==> src/rtl/cicero_job_loader.sv <==
// Job sequencer in front of the CICERO AXI_top register file: streams code/string words
// into memory, runs the engine and returns one result per job. JOB_TIMEOUT_EN bounds WAIT.
module cicero_job_loader #(
    parameter int REG_WIDTH  = 32,
    parameter int CC_ID_BITS = 2,
    parameter int START_HOLD = 2
`ifdef JOB_TIMEOUT_EN
    ,parameter int TIMEOUT_CYCLES = 1000000
`endif
) (
    input  logic                 clk,
    input  logic                 rst,
    input  logic                 in_valid,
    output logic                 in_ready,
    input  logic [REG_WIDTH-1:0] in_data,
    input  logic                 in_is_string,
    input  logic [2:0]           in_bytes,
    input  logic                 in_last,
    output logic [REG_WIDTH-1:0] data_in_register,
    output logic [REG_WIDTH-1:0] address_register,
    output logic [REG_WIDTH-1:0] start_cc_pointer_register,
    output logic [REG_WIDTH-1:0] end_cc_pointer_register,
    output logic [REG_WIDTH-1:0] cmd_register,
    input  logic [REG_WIDTH-1:0] status_register,
    input  logic [REG_WIDTH-1:0] data_o_register,
    output logic                 res_valid,
    input  logic                 res_ready,
    output logic                 res_accept,
    output logic [REG_WIDTH-1:0] res_cc,
    output logic                 res_error,
    output logic                 busy
);
    localparam logic [REG_WIDTH-1:0] CMD_NOP                = REG_WIDTH'(0);
    localparam logic [REG_WIDTH-1:0] CMD_WRITE              = REG_WIDTH'(1);
    localparam logic [REG_WIDTH-1:0] CMD_START              = REG_WIDTH'(3);
    localparam logic [REG_WIDTH-1:0] CMD_READ_ELAPSED_CLOCK = REG_WIDTH'(5);
    localparam logic [REG_WIDTH-1:0] STATUS_RUNNING         = REG_WIDTH'(1);
    localparam logic [REG_WIDTH-1:0] STATUS_ACCEPTED        = REG_WIDTH'(2);
    localparam logic [REG_WIDTH-1:0] STATUS_REJECTED        = REG_WIDTH'(3);
    localparam logic [REG_WIDTH-1:0] ALIGN_MASK = REG_WIDTH'((64'd1 << CC_ID_BITS) - 64'd1);
    localparam logic [31:0]          HOLD_LAST  = 32'(START_HOLD - 1);
`ifdef JOB_TIMEOUT_EN
    localparam logic [31:0]          TO_LAST    = 32'(TIMEOUT_CYCLES - 1);
`endif

    typedef enum logic [3:0] {
        S_IDLE, S_LOAD, S_WRITE, S_ALIGN, S_START, S_CHECK, S_WAIT, S_READ_CC, S_CAPTURE, S_RESULT
    } state_t;

    state_t               r_state;
    logic                 r_in_ready;
    logic [REG_WIDTH-1:0] r_data, r_addr, r_start_ptr, r_end_ptr, r_cmd, r_res_cc;
    logic                 r_res_valid, r_res_accept, r_res_error;
    logic [REG_WIDTH-1:0] r_byte_addr, r_str_start, r_inc;
    logic                 r_last, r_seen_str, r_err;
    logic [31:0]          r_cnt;

    logic [2:0]           w_bytes;
    logic                 w_bytes_bad;
    logic [REG_WIDTH-1:0] w_data, w_aligned, w_wr_addr;
    logic                 w_first_str;

    // Out-of-range byte counts write a full word but poison the job.
    always_comb begin
        w_bytes     = in_bytes;
        w_bytes_bad = 1'b0;
        if (in_bytes == 3'd0 || in_bytes > 3'd4) begin
            w_bytes     = 3'd4;
            w_bytes_bad = 1'b1;
        end
        w_data = in_data;
        for (int b = 0; b < REG_WIDTH / 8; b++)
            if (in_is_string && b >= int'(w_bytes)) w_data[b*8 +: 8] = 8'h00;
    end

    assign w_aligned   = (r_byte_addr + ALIGN_MASK) & ~ALIGN_MASK;
    assign w_first_str = in_is_string && !r_seen_str;
    assign w_wr_addr   = w_first_str ? w_aligned : r_byte_addr;

    always_ff @(posedge clk or posedge rst) begin
        if (rst) begin
            r_state      <= S_IDLE;
            r_in_ready   <= 1'b0;
            r_cmd        <= CMD_NOP;
            r_data       <= '0;
            r_addr       <= '0;
            r_start_ptr  <= '0;
            r_end_ptr    <= '0;
            r_res_valid  <= 1'b0;
            r_res_accept <= 1'b0;
            r_res_cc     <= '0;
            r_res_error  <= 1'b0;
            r_byte_addr  <= '0;
            r_str_start  <= '0;
            r_inc        <= '0;
            r_last       <= 1'b0;
            r_seen_str   <= 1'b0;
            r_err        <= 1'b0;
            r_cnt        <= '0;
        end else begin
            case (r_state)
                S_IDLE, S_LOAD: begin
                    r_in_ready <= 1'b1;
                    if (in_valid && r_in_ready) begin
                        if (!in_is_string && r_seen_str) begin
                            r_err <= 1'b1;
                            if (in_last) begin
                                r_in_ready <= 1'b0;
                                r_state    <= S_ALIGN;
                            end else begin
                                r_state    <= S_LOAD;
                            end
                        end else begin
                            r_in_ready  <= 1'b0;
                            r_state     <= S_WRITE;
                            r_cmd       <= CMD_WRITE;
                            r_data      <= w_data;
                            r_addr      <= w_wr_addr >> 2;
                            r_byte_addr <= w_wr_addr;
                            r_last      <= in_last;
                            r_inc       <= in_is_string ? REG_WIDTH'(w_bytes) : REG_WIDTH'(4);
                            if (in_is_string && w_bytes_bad) r_err <= 1'b1;
                            if (w_first_str) begin
                                r_seen_str  <= 1'b1;
                                r_str_start <= w_aligned;
                            end
                        end
                    end
                end
                S_WRITE: begin
                    r_cmd       <= CMD_NOP;
                    r_byte_addr <= r_byte_addr + r_inc;
                    r_in_ready  <= !r_last;
                    r_state     <= r_last ? S_ALIGN : S_LOAD;
                end
                S_ALIGN: begin
                    if (!r_seen_str) begin
                        r_err        <= 1'b1;
                        r_res_error  <= 1'b1;
                        r_res_accept <= 1'b0;
                        r_res_cc     <= '0;
                        r_res_valid  <= 1'b1;
                        r_state      <= S_RESULT;
                    end else begin
                        r_start_ptr <= r_str_start;
                        r_end_ptr   <= r_byte_addr - REG_WIDTH'(1);
                        r_cmd       <= CMD_START;
                        r_cnt       <= '0;
                        r_state     <= S_START;
                    end
                end
                S_START: begin
                    if (r_cnt == HOLD_LAST) r_state <= S_CHECK;
                    else                    r_cnt   <= r_cnt + 32'd1;
                end
                S_CHECK: begin
                    r_cmd <= CMD_NOP;
                    r_cnt <= '0;
                    if (status_register != STATUS_RUNNING) begin
                        r_err        <= 1'b1;
                        r_res_error  <= 1'b1;
                        r_res_accept <= 1'b0;
                        r_res_cc     <= '0;
                        r_res_valid  <= 1'b1;
                        r_state      <= S_RESULT;
                    end else begin
                        r_state      <= S_WAIT;
                    end
                end
                S_WAIT: begin
                    if (status_register == STATUS_RUNNING) begin
`ifdef JOB_TIMEOUT_EN
                        if (r_cnt == TO_LAST) begin
                            r_err        <= 1'b1;
                            r_res_accept <= 1'b0;
                            r_cmd        <= CMD_NOP;
                            r_state      <= S_READ_CC;
                        end else begin
                            r_cnt <= r_cnt + 32'd1;
                        end
`endif
                    end else begin
                        r_res_accept <= (status_register == STATUS_ACCEPTED);
                        if (status_register != STATUS_ACCEPTED && status_register != STATUS_REJECTED)
                            r_err <= 1'b1;
                        r_state <= S_READ_CC;
                    end
                end
                S_READ_CC: begin
                    r_cmd   <= CMD_READ_ELAPSED_CLOCK;
                    r_state <= S_CAPTURE;
                end
                S_CAPTURE: begin
                    r_res_cc    <= data_o_register;
                    r_cmd       <= CMD_NOP;
                    r_res_error <= r_err;
                    r_res_valid <= 1'b1;
                    r_state     <= S_RESULT;
                end
                S_RESULT: begin
                    if (res_ready) begin
                        r_res_valid <= 1'b0;
                        r_in_ready  <= 1'b1;
                        r_byte_addr <= '0;
                        r_err       <= 1'b0;
                        r_seen_str  <= 1'b0;
                        r_state     <= S_IDLE;
                    end
                end
                default: r_state <= S_IDLE;
            endcase
        end
    end

    assign in_ready                  = r_in_ready;
    assign data_in_register          = r_data;
    assign address_register          = r_addr;
    assign start_cc_pointer_register = r_start_ptr;
    assign end_cc_pointer_register   = r_end_ptr;
    assign cmd_register              = r_cmd;
    assign res_valid                 = r_res_valid;
    assign res_accept                = r_res_accept;
    assign res_cc                    = r_res_cc;
    assign res_error                 = r_res_error;
    assign busy                      = (r_state != S_IDLE);
endmodule
==> config.mk <==
export PLATFORM = sky130hd
export DESIGN_NAME = cicero_job_loader
export DESIGN_NICKNAME = d
export VERILOG_FILES = /design/src/rtl/cicero_job_loader.sv
export SDC_FILE = /design/constraint.sdc
export NUM_CORES = 1
export LEC_CHECK = 0
export CAP_MARGIN = 25
export CORE_AREA = 2 2 147 149
export CTS_BUF_LIST = sky130_fd_sc_hd__clkbuf_8
export CTS_CLUSTER_SIZE = 20
export DETAILED_ROUTE_END_ITERATION = 8
export DIE_AREA = 0 0 149 151
export DONT_BUFFER_PORTS = 1
export GPL_TIMING_DRIVEN = 1
export PLACE_DENSITY = 0.8
export SYNTH_ARGS = -nofsm -noshare
export SYNTH_HDL_FRONTEND = slang
export SYNTH_SLANG_ARGS = --single-unit
export TNS_END_PERCENT = 10
==> constraint.sdc <==
create_clock -name clk -period 9.7 [get_ports clk]
set_input_delay 1.455 -clock clk [delete_from_list [all_inputs] [get_ports clk]]
set_output_delay 1.455 -clock clk [all_outputs]
set_load 0.02 [all_outputs]
==> results.sh <==
export IMPL_ant_nets=0
export IMPL_final_cell_area_um2=14410
export IMPL_crit_arrival_ps=1920
export IMPL_dr_pass1_iters=5
export IMPL_die_y_um=151
export IMPL_status="complete, no violations"
export IMPL_ctsHtreeMaxLevel=2
export IMPL_rsz0062_at_grt="false"
export IMPL_r2r_slack_ps=6490
export IMPL_ctsHoldBuffers=0
export IMPL_worstReg2RegEnd="r_byte_addr[31]$_DFFE_PP0P_"
export IMPL_synth_seq_area_share_pct=49.74
export IMPL_drv_slew=0
export IMPL_crit_slowest_cell="dfrtp_1"
export IMPL_grt_pass1_vias=10270
export IMPL_r2r_start="r_byte_addr[5]$_DFFE_PP0P_"
export IMPL_comb_power_share_pct=26.2
export IMPL_wire_per_inst_um=20.41
export IMPL_ys_ff_latch=267
export IMPL_pwr_share_seq_pct=50.1
export IMPL_p_sw_mw=1.803
export IMPL_drt_total_wl_um=34510
export IMPL_insertion_delay_ps=570
export IMPL_start_kind="flip-flop"
export IMPL_post_cts_buffers=0
export IMPL_critPathKind="flip-flop to output pin"
export IMPL_place_congestion=0.9145
export IMPL_grt_max_degree=114
export IMPL_utilization_pct=69.20
export IMPL_remaining_drc_errors=0
export IMPL_synth_compound_gate_area_share_pct=15.10
export IMPL_syn_inst=1419
export IMPL_finalHoldViolCount=0
export IMPL_synthAdderAreaFrac_pct=0.8011
export IMPL_clkTransAtPathRegs_ps=60
export IMPL_cp_cell_sequence="nor2_1, nand2_1"
export IMPL_synth_simple_gate_area_share_pct=18.53
export IMPL_p_int_mw=2.509
export IMPL_finalClockSkew_ps=37.27
export IMPL_switching_share_pct=41.81
export IMPL_clock_fmax_mhz=296.3
export IMPL_cts_tree="built"
export IMPL_holdPathStages=2
export IMPL_io_buffers=0
export IMPL_grt_usage_pct=30.43
export IMPL_fill_cells=1599
export IMPL_drive_gt1_share_pct=9.901
export IMPL_drtIter0Drc=971
export IMPL_vias=10730
export IMPL_endpoint_kind="output pin"
export IMPL_synth_top_family_by_area="simple AND/OR/NAND/NOR gates"
export IMPL_min_period_ps=3375
export IMPL_place_inst=1608
export IMPL_synth_avg_cell_area_um2=9.466
export IMPL_cts_made_buffers=43
export IMPL_overflow=0
export IMPL_hp_class="flip-flop to flip-flop"
export IMPL_synth_enable_flop_cells=0
export IMPL_cts_sinks=267
export IMPL_power_leakage_nw=6.183
export IMPL_hold_start="r_inc[0]$_DFFE_PP0P_"
export IMPL_layout_cells_non_filler=1691
export IMPL_ys_warnings_count=0
export IMPL_setup_viol=0
export IMPL_io_pins=302
export IMPL_drv_cap=0
export IMPL_crit_required_ps=8250
export IMPL_synth_area_leaders="dfrtp_1, nand2_1, xnor2_1"
export IMPL_place_area_um2=13390
export IMPL_num_rows=53
export IMPL_clock_root_buffer="clkbuf_8"
export IMPL_r2r_cells=6
export IMPL_dp_hpwl_um=24540
export IMPL_synth_xor_area_share_pct=7.108
export IMPL_start_util_pct=64.51
export IMPL_fin_setup_tns_ps=0
export IMPL_area_delta_synth_final_pct=7.275
export IMPL_synth_top_flop_cell="dfrtp_1"
export IMPL_synthArstFlopShare_pct=100.0
export IMPL_min_to="r_inc[0]$_DFFE_PP0P_"
export IMPL_syn_cell_area_um2=13430
export IMPL_core_region_area_um2=20820
export IMPL_synth_cell_types=71
export IMPL_die_area_um2=22500
export IMPL_worstMarginPinSlew_ps=1082
export IMPL_clkPwrFrac_pct=23.7
export IMPL_cts_buffer_depth=3
export IMPL_vias_per_cell=6.345
export IMPL_power_density_nw_per_um2=299.2
export IMPL_cts_resized=0
export IMPL_critPathMaxStageDelay_ps=930
export IMPL_crit_fanout=30
export IMPL_fp_dieW_um=149
export IMPL_synth_top_area_cell="dfrtp_1"
export IMPL_grt_pass1_wl_um=54130
export IMPL_max_slew_margin_rel_pct=27.59
export IMPL_nNetsFinal=1495
export IMPL_synth_top_cell_area_share_pct=49.74
export IMPL_ir_drop_mv=0.2002
export IMPL_antenna_found_initial=2
export IMPL_fin_crit_sh_pct=34.80
export IMPL_yosys_mux_area_fraction_pct=3.409
==> power groups by stage <==
stage,Combinational [mW],Clock (mW),Sequential [mW]
after CTS,1.11,1.04,2.16
final,1.13,1.02,2.16
after global routing,1.27,1.09,2.21
after global placement,1.06,0,2.17
after detailed placement,1.10,0,2.17
after floorplan,0.973,0,1.96
==> logic make-up (layout without fill, tap and decap cells) <==
kind of cell | after synthesis | count (layout)
buf+inv | 148 | 111
flops | 267 | 267
fa+ha+maj | 8 | 8
other cells | 1 | 35
simple gates | 525 | 525
xor+xnor | 109 | 109
compound gates | 320 | 320
mux | 41 | 41
==> stage by stage <==
stage / hold WS (ps) / setup slack, ps / power, mW
after detailed placement: 474.6 / 5955 / 3.277
after floorplan: 432.5 / 891.4 / 2.935
final: 484.7 / 6325 / 4.312
after global routing: 532.7 / 6259 / 4.570
after CTS: 492.9 / 6363 / 4.302
after global placement: 474.0 / 6035 / 3.223
==> worst max-delay path: cells and delay by family, from the launching register on <==
| family | cells | cell delay (ps) |
|---|---|---|
| flip-flops | 1 | 930 |
| AND/OR/NAND/NOR | 2 | 420 |
==> flip-flops by register name (all words and copies together), names as in the netlist, 3 cells and up <==
| signal | flops |
|---|---|
| data_in_register | 32 |
| start_cc_pointer_register | 30 |
| r_inc | 3 |
| res_cc | 32 |
| r_state | 4 |
| end_cc_pointer_register | 32 |
| r_byte_addr | 32 |
| r_str_start | 30 |
| r_cnt | 32 |
| address_register | 30 |
| cmd_register | 3 |
==> routing by layer <==
layer,share of wire (%),GRT usage [%]
met1,38,40.04
met2,47,47.14
met3,11,9.006
met4,4.3,13.48
met5,0,0
==> final cells by class <==
class,count,area (µm²),share of cell area (%)
Sequential cell,267,6681,46.37
Multi-Input combinational cell,1036,6196,43.00
Clock buffer,53,729.5,5.063
Tap cell,275,344.1,2.388
Clock inverter,24,191.4,1.329
Timing Repair Buffer,17,190.2,1.320
Inverter,17,71.32,0.4950
Antenna cell,2,5.005,0.03473
==> synthesized netlist by cell type (4+ instances only) <==
| master | number |
|---|---|
| a22o_1 | 49 |
| clkbuf_1 | 72 |
| nor3_1 | 27 |
| o221ai_1 | 8 |
| buf_4 | 37 |
| a21o_1 | 7 |
| o21a_1 | 5 |
| buf_1 | 10 |
| o22ai_1 | 7 |
| nand4_1 | 20 |
| dfrtp_1 | 267 |
| a31oi_1 | 12 |
| and4_1 | 6 |
| o31ai_1 | 6 |
| xnor2_1 | 65 |
| nor2_1 | 119 |
| nand2_1 | 190 |
| xor2_1 | 44 |
| and2_1 | 6 |
| buf_2 | 12 |
| nand2b_1 | 16 |
| and3_1 | 9 |
| inv_1 | 17 |
| a21oi_1 | 72 |
| mux2_2 | 38 |
| nand3b_1 | 7 |
| a211oi_1 | 7 |
| o21ai_0 | 110 |
| nor2b_1 | 14 |
| or3_1 | 7 |
| nand3_1 | 52 |
| a22oi_1 | 4 |
| ha_1 | 7 |
| nor4_1 | 35 |
==> how the worst max path moves through the flow <==
stage	startpoint	end	slack [ps]	cells past startpoint
after floorplan	rst	address_register[0]$_DFFE_PP0P_	890	1
after global placement	status_register[20]	res_cc[8]$_DFFE_PP0P_	6040	6
after detailed placement	status_register[12]	res_cc[2]$_DFFE_PP0P_	5950	6
after CTS	r_state[2]$_DFFE_PP0P_	busy	6360	2
after global routing	r_state[3]$_DFFE_PP0P_	busy	6260	2
final	r_state[2]$_DFFE_PP0P_	busy	6320	2
==> cells in the final DEF, fill, tap and decap left out, types with 13 or more instances in the layout <==
cell type / count
a21oi_1: 72
dfrtp_1: 267
clkbuf_8: 53
buf_4: 13
nor2_1: 117
nand2b_1: 16
xor2_1: 44
nand3_1: 51
inv_1: 27
conb_1: 33
nand4_1: 20
nor3_1: 26
nor4_1: 35
xnor2_1: 65
nand2_1: 189
nor2b_1: 14
a22o_1: 49
o21ai_0: 109
mux2_2: 38
Power figures use the tool's default switching activity.
